`config.mk`:
```
export PLATFORM = sky130hd
export DESIGN_NAME = if_stage
export DESIGN_NICKNAME = d
export VERILOG_FILES = /design/src/rtl/if_stage.sv
export SDC_FILE = /design/constraint.sdc
export NUM_CORES = 1
export LEC_CHECK = 0
export ABC_AREA = 1
export CORE_ASPECT_RATIO = 1.4
export CORE_MARGIN = 2
export CORE_UTILIZATION = 55
export CTS_CLUSTER_DIAMETER = 150
export DETAILED_ROUTE_END_ITERATION = 7
export DONT_BUFFER_PORTS = 1
export GPL_ROUTABILITY_DRIVEN = 0
export PLACE_DENSITY = 0.69
export SETUP_SLACK_MARGIN = 0.02
export SLEW_MARGIN = 25
export SYNTH_ARGS = -nofsm -noshare
export SYNTH_HDL_FRONTEND = slang
export SYNTH_SLANG_ARGS = --single-unit
```
`constraint.sdc`:
```
create_clock -name CLK -period 4.6 [get_ports CLK]
set_clock_uncertainty 0.2 [all_clocks]
set_input_delay 0.23 -clock CLK [delete_from_list [all_inputs] [get_ports CLK]]
set_output_delay 0.23 -clock CLK [all_outputs]
set_load 0.05 [all_outputs]
```
`src/rtl/if_stage.sv`:
```
// if_stage: RV32I instruction fetch stage.
// Holds the PC and fetches over a variable-latency req/ack memory handshake.
// It honours hazard-unit stalls and execute-stage redirects, and emits a NOP
// bubble whenever no real instruction is available.
// Handshake: a request is presented while IMem_Req=1 with IMem_Addr stable.
// It completes in the cycle IMem_Ack=1, and IMem_Rdata is valid in that same
// cycle; an ack may arrive in the cycle the request first appears. A request
// is never withdrawn before its ack. A redirect that arrives while a request is
// outstanding therefore drains that request first.
// Optional feature macro: FETCH_MISALIGN_CHECK_EN (misaligned-redirect fault).
module if_stage #(
    parameter logic [31:0] RESET_PC  = 32'h0000_0000,
    parameter logic [31:0] NOP_INSTR = 32'h0000_0013,
    parameter logic [31:0] BUBBLE_PC = 32'h2A2A_2A2A
) (
    input  logic        CLK,
    input  logic        RST,
    input  logic        Stall_En,
    input  logic        PC_Src_E,
    input  logic [31:0] PC_Target_E,
    output logic        IMem_Req,
    output logic [31:0] IMem_Addr,
    input  logic        IMem_Ack,
    input  logic [31:0] IMem_Rdata,
    output logic [31:0] Instr_F,
    output logic [31:0] PC_F,
    output logic [31:0] PC_Plus_4_F,
    output logic        Valid_F,
    output logic        IMem_Wait,
`ifdef FETCH_MISALIGN_CHECK_EN
    output logic        Fetch_Misalign,
`endif
    output logic [1:0]  Dbg_State
);

    localparam logic [1:0] ST_REQ     = 2'd0;
    localparam logic [1:0] ST_HOLD    = 2'd1;
    localparam logic [1:0] ST_DISCARD = 2'd2;
`ifdef FETCH_MISALIGN_CHECK_EN
    localparam logic [1:0] ST_FAULT   = 2'd3;
`endif

    logic [1:0]  r_state;
    logic [31:0] r_pc;
    logic [31:0] r_hold_instr;
    logic [31:0] r_redirect_pc;

    logic [1:0]  w_state_nxt;
    logic [31:0] w_pc_nxt;
    logic [31:0] w_hold_nxt;
    logic [31:0] w_redirect_nxt;
    logic [31:0] w_target;
    logic [31:0] w_landing;
    logic [1:0]  w_redirect_state;
    logic [1:0]  w_landing_state;
    logic        w_valid;

`ifdef FETCH_MISALIGN_CHECK_EN
    logic        r_misalign;
    logic        w_misalign_nxt;

    // Keep the raw target so its low bits can be judged for a fault.
    assign w_target         = PC_Target_E;
    assign w_redirect_state = (w_target[1:0] != 2'b00) ? ST_FAULT : ST_REQ;
    assign w_landing_state  = (w_landing[1:0] != 2'b00) ? ST_FAULT : ST_REQ;
    assign Fetch_Misalign   = r_misalign;
`else
    // Without fault checking, targets are forced word aligned.
    assign w_target         = PC_Target_E & ~32'h0000_0003;
    assign w_redirect_state = ST_REQ;
    assign w_landing_state  = ST_REQ;
`endif

    // Where a drained redirect lands: the newest target wins if it coincides with the ack.
    assign w_landing = PC_Src_E ? w_target : r_redirect_pc;

    assign IMem_Req  = !RST && ((r_state == ST_REQ) || (r_state == ST_DISCARD));
    assign IMem_Addr = r_pc;
    assign Dbg_State = r_state;
    assign Valid_F   = w_valid;
    assign IMem_Wait = !w_valid;

    // Output mux: live memory data, held word, or the NOP bubble.
    always_comb begin
        w_valid = 1'b0;
        if (!RST && !PC_Src_E) begin
            case (r_state)
                ST_REQ:  w_valid = IMem_Ack;
                ST_HOLD: w_valid = 1'b1;
                default: w_valid = 1'b0;
            endcase
        end
        Instr_F     = NOP_INSTR;
        PC_F        = BUBBLE_PC;
        PC_Plus_4_F = BUBBLE_PC;
        if (w_valid) begin
            Instr_F     = (r_state == ST_HOLD) ? r_hold_instr : IMem_Rdata;
            PC_F        = r_pc;
            PC_Plus_4_F = r_pc + 32'd4;
        end
    end

    // Next-state logic: redirect beats ack and stall.
    always_comb begin
        w_state_nxt    = r_state;
        w_pc_nxt       = r_pc;
        w_hold_nxt     = r_hold_instr;
        w_redirect_nxt = r_redirect_pc;
        case (r_state)
            ST_REQ: begin
                if (PC_Src_E) begin
                    if (IMem_Ack) begin
                        w_pc_nxt    = w_target;
                        w_state_nxt = w_redirect_state;
                    end else begin
                        w_redirect_nxt = w_target;
                        w_state_nxt    = ST_DISCARD;
                    end
                end else if (IMem_Ack) begin
                    if (Stall_En) begin
                        w_hold_nxt  = IMem_Rdata;
                        w_state_nxt = ST_HOLD;
                    end else begin
                        w_pc_nxt = r_pc + 32'd4;
                    end
                end
            end
            ST_HOLD: begin
                if (PC_Src_E) begin
                    w_pc_nxt    = w_target;
                    w_state_nxt = w_redirect_state;
                end else if (!Stall_En) begin
                    w_pc_nxt    = r_pc + 32'd4;
                    w_state_nxt = ST_REQ;
                end
            end
            ST_DISCARD: begin
                if (IMem_Ack) begin
                    w_pc_nxt    = w_landing;
                    w_state_nxt = w_landing_state;
                end else if (PC_Src_E) begin
                    w_redirect_nxt = w_target;
                end
            end
            default: begin
                if (PC_Src_E) begin
                    w_pc_nxt    = w_target;
                    w_state_nxt = w_redirect_state;
                end
            end
        endcase
    end

`ifdef FETCH_MISALIGN_CHECK_EN
    // Sticky fault flag: every redirect re-evaluates it, otherwise it holds.
    always_comb begin
        w_misalign_nxt = r_misalign;
        if (PC_Src_E) begin
            w_misalign_nxt = (w_target[1:0] != 2'b00);
        end
    end

    // Fault flag register.
    always_ff @(posedge CLK) begin
        if (RST) begin
            r_misalign <= 1'b0;
        end else begin
            r_misalign <= w_misalign_nxt;
        end
    end
`endif

    // State and datapath registers.
    always_ff @(posedge CLK) begin
        if (RST) begin
            r_state       <= ST_REQ;
            r_pc          <= RESET_PC;
            r_hold_instr  <= NOP_INSTR;
            r_redirect_pc <= RESET_PC;
        end else begin
            r_state       <= w_state_nxt;
            r_pc          <= w_pc_nxt;
            r_hold_instr  <= w_hold_nxt;
            r_redirect_pc <= w_redirect_nxt;
        end
    end

endmodule

```
Yosys cells after proc, flatten, opt, wreduce, memory -nomap -nowiden
Cells that the tools add are included.
W data, S select, Z words.
Cells by class
  add/sub/neg operators: 1
  equal/unequal tests: 10
  multiplexer cells: 28
  bitwise gates (word level): 1
  reduce and logical (&&, ||, !) cells: 13
Operators with widths (number)
  $mux W32: 15
  $pmux W32 S3: 1
  $pmux W32 S2: 1
  $add A32 B3 Y32 const B: 1
  $mux W2: 8
  $ne A2 B2 Y1 const B: 5
  $ne A3 B3 Y1 const B: 3
  $reduce_and A4 Y1: 2
  $pmux W2 S3: 1
  $reduce_and A5 Y1: 1
  $reduce_bool A4 Y1: 1
  $logic_not A1 Y1: 3
  $reduce_and A3 Y1: 1
  $eq A2 B1 Y1 const B: 1
  $eq A2 B2 Y1 const B: 1
  $logic_and A1 B1 Y1: 2
  $logic_not A2 Y1: 1
  $pmux W1 S2: 1
  $reduce_bool A2 Y1: 1
  $logic_or A1 B1 Y1: 1
  $mux W1: 1
  $not A1 Y1: 1
Storage, ports and cells
  bits in registers: 98
  input port bits: 69
  output and inout port bits: 133
  word-level logic and storage cells: 57

Depth between registers and ports, before layout
  depth after elaboration: 5
  mapped depth: 12
  depth with buffers taken out: 12

Worst setup path before layout
Ideal clock, no wire load.
  path kind: reg-to-output
  start point: register r_state[0], in the netlist Dbg_State[0]
  end point: output PC_Plus_4_F[0]
  arrival: 2.690 ns
  required time: 4.170 ns
  setup slack: 1.480 ns
  stages on the path, launching flop included: 10
  cells stage by stage: dfxtp_1 -> ha_1 -> buf_2 -> inv_1 -> o21ai_0 -> nand2_1 -> clkbuf_1 -> buf_2 -> nor2_1 -> buf_4
Between the ends
  cells in the longest elaborated chain, start to end: 4
  elaborated cells on any way between the ends: 5
  those cells by class: eq/ne: 1; mux: 3; reduce/logical: 1
Ends and longest elaborated chain
  from (decl): line 43  | logic [1:0] r_state;
  from (signal assigned): line 181  | r_state <= w_state_nxt;
  $eq A2 B1 Y1 or $logic_not A2 Y1 (tied branches): line 87  | case (r_state)
  $pmux W1 S2 (*): line 87
  $mux W1 (*): line 86  | if (!RST && !PC_Src_E) begin
  $mux W32 (*): line 96  | if (w_valid) begin
  to (decl): line 27  | output logic [31:0] PC_Plus_4_F,
Every way passes the cells marked *; elsewhere a longest branch is shown, timed or not.

Final worst setup path
  start point: register r_state[1], in the netlist Dbg_State[1]
  end point: output PC_Plus_4_F[30]
The elaborated chain is that of the path after synthesis.

==> results.toml <==
[final_layout]
multiInputGateArea_um2 = 3990
antenna_cells = 0
nets = 1263
register_area_um2 = 1960
layout_common_cells = "292 x nand2_1, 158 x nor2_1, 142 x a21oi_1, 98 x dfxtp_1, 98 x o21ai_0"
drive_above_1_share_pct = 13.7
n_fill_cell = 1054
fin_cells = 1340
areaGrowthSynthToFinish_pct = 24.7
final_common_cell = "nand2_1"

[clock_network]
cts_buffer_depth = 2
postCtsSetupRepairBufs = 0
cts_resized = 0
htreeDepth = 3
cts_tree = "yes"
numClockSinks = 98
postCtsHoldBufs = 65
clk_pin_slew_worst_paths_ps = 70
cts-root-buf = "clkbuf_16"
clk_latency_ps = 350
numCtsBuffers = 9

[route]
drt-total-wl_um = 21300
vias = 7563
viasPerCell = 5.64
top_layer_used = "met4"
drt-pass1-iter-count = 5
wl_met2_um = 10100
drtAntennaViolNets = 0
routedWlPerCell_um = 15.9
met1Wirelength_um = 8350
drt-initial-drc-count = 781
dr_wl_met3_um = 1920
drc = 0

[yosys]
synth_mux_area_share_pct = 0
yosys_register_bits = 98
synth_warnings = 0
syn-cell-area_um2 = 6540
synth_flop_cell = "dfxtp_1"
async_flop_share_pct = 0
synth_edf_count = 0
synth_fp_nets = 1160
synth_top_family_by_area = "simple AND/OR/NAND/NOR gates"
synth-simple-area-share_pct = 34.6
ys_seq_area_share_pct = 30.0
synthXorXnorAreaFrac_pct = 2.26
synth_compound_area_share_pct = 22.8
synth_cell_types = 40
netlist_instances = 1085
synthAdderAreaFrac_pct = 1.15
synth_area_per_cell_um2 = 6.02

[critical_path]
cp.arrival_ps = 3460
cp.required_ps = 4170
cp_common_cell = "buf_4"
crit_buf_inv = 5
endpoint_kind = "primary output"
crit_path_max_incr_delay_ps = 680
path_delay_family = "buffers and inverters"
path_cells = "inv_1 -> ha_1 -> inv_1 -> buf_4 -> o21ai_0 -> nand2_4 -> buf_4 -> a21oi_1 -> buf_4"
critPathMaxFanout = 42
slowest_stage = "dfxtp_1"
worstSetupStartpoint = "Dbg_State[1]$_SDFFE_PP0P_"
startpoint_type = "flop"
crit_type = "reg2out"
r2r-start = "Dbg_State[0]$_SDFFE_PP0P_"

[sta]
fin_ws_ps = 710
fmax_mhz = 257
holdWs_ps = 3.09
rsz0062_at_grt = "false"
hold_viol_final = 0
maxSlewViolCount = 0
finalCritPeriodShare_pct = 84.6
worst_slew_pin_slew_ps = 990
setup_viol = 0
tns_ps = 0
finalCriticalPeriod_ps = 3890
max_slew_margin_pct = 33.9

[run]
max_cap_violations = 0

[placed_design]
dp_slack_ps = 1100
port_buffers = 0
dp_cells = 1259
place_hpwl_um = 13700

[floorplanning]
fp.dieH_um = 133
io_pins = 202
core_um2 = 11700
die_x_um = 96.1
start_util_pct = 55.9
rows = 47
die_area_um2 = 12800

[power_and_ir_drop]
ir_drop_mv = 0.417
p_per_area_nw_per_um2 = 643
leakagePower_nw = 3.55

[grt]
grt_max_degree = 62
overflow = 0
globalRouteTotalUtil_pct = 32.8
grt_pass1_wl_um = 33600
antenna_found_initial = 0
grt_pass1_vias = 6927

[outcome]
status = "complete, no violations"

[hold_path]
hp-start = "IMem_Ack"
worst_hold_path_type = "in2reg"
[final cells by class]
cell class                 instances  area share [%]
sequential                        98            24.1
timing repair buffer             164            17.4
inverter                          73            3.36
tap                              147            2.26
clock inverter                     6            1.12
multi-input combinational        842            49.0
clock buffer                      10            2.81
[logic make-up after synthesis]
logic type      count (synthesis)
xor+xnor                       16
flops                          98
compound gates                287
fa+ha+maj                       6
buf+inv                       145
simple gates                  533
[per-stage QoR]
stage | util (%) | total power [mW] | instance area [um2]
after global placement | 61.4 | 4.28 | 7180
after CTS | 69.7 | 5.19 | 8150
final | 69.7 | 5.24 | 8150
after floorplan | - | 3.74 | 6540
after detailed placement | 61.4 | 4.31 | 7180
after global routing | 69.7 | 5.58 | 8150
[cell usage after synthesis, drive strengths merged (2+ instances only)]
library cell,n,share of area (%)
inv,71,4.1
dfxtp,98,30
buf,32,2.7
nand3,47,4.0
clkbuf,40,2.3
a21oi,144,11
or2,9,0.86
o211ai,2,0.23
o21ai,128,9.9
nand4,3,0.38
nor2,170,11
nand2,299,18
clkinv,2,0.11
a211oi,3,0.34
ha,6,1.1
a31oi,7,0.67
nor3,5,0.63
xor2,15,2.1
[state kept, by name, summed over array words and instances, names as in the netlist]
name           cells
Dbg_State          2
IMem_Addr         32
r_hold_instr      32
r_redirect_pc     32
[per-layer routing]
| layer | global-route usage [%] | vias up |
|---|---|---|
| met5 | 0 | - |
| met4 | 16.0 | 0 |
| met3 | 5.47 | 77 |
| met2 | 53.8 | 364 |
| met1 | 40.9 | 3397 |
| li1 | - | 3725 |
[report_power, final]
part           switching, mW  internal (mW)
clock network          0.339          0.478
logic                   1.77          0.737
registers              0.798           1.12
total                   2.91           2.33
[worst paths after layout]
| path | slack [ps] | cells after the start | to |
|---|---|---|---|
| max | 710 | 9 | PC_Plus_4_F[30] |
| min | 3 | 3 | Dbg_State[1]$_SDFFE_PP0P_ |
| max reg2reg | 1520 | 9 | IMem_Addr[4]$_SDFFE_PP0P_ |
| min reg2reg | 260 | 2 | r_hold_instr[4]$_SDFFE_PP1P_ |
[worst register-to-register path: stages, from the launching register on]
cell,delay [ps]
dfxtp_1,700
inv_1,180
ha_1,320
nor2_4,120
inv_2,150
nand3_2,120
nand3_4,240
a21oi_1,270
a221oi_2,90
dlygate4sd3_1,600
(Power assumes the default switching activity.)
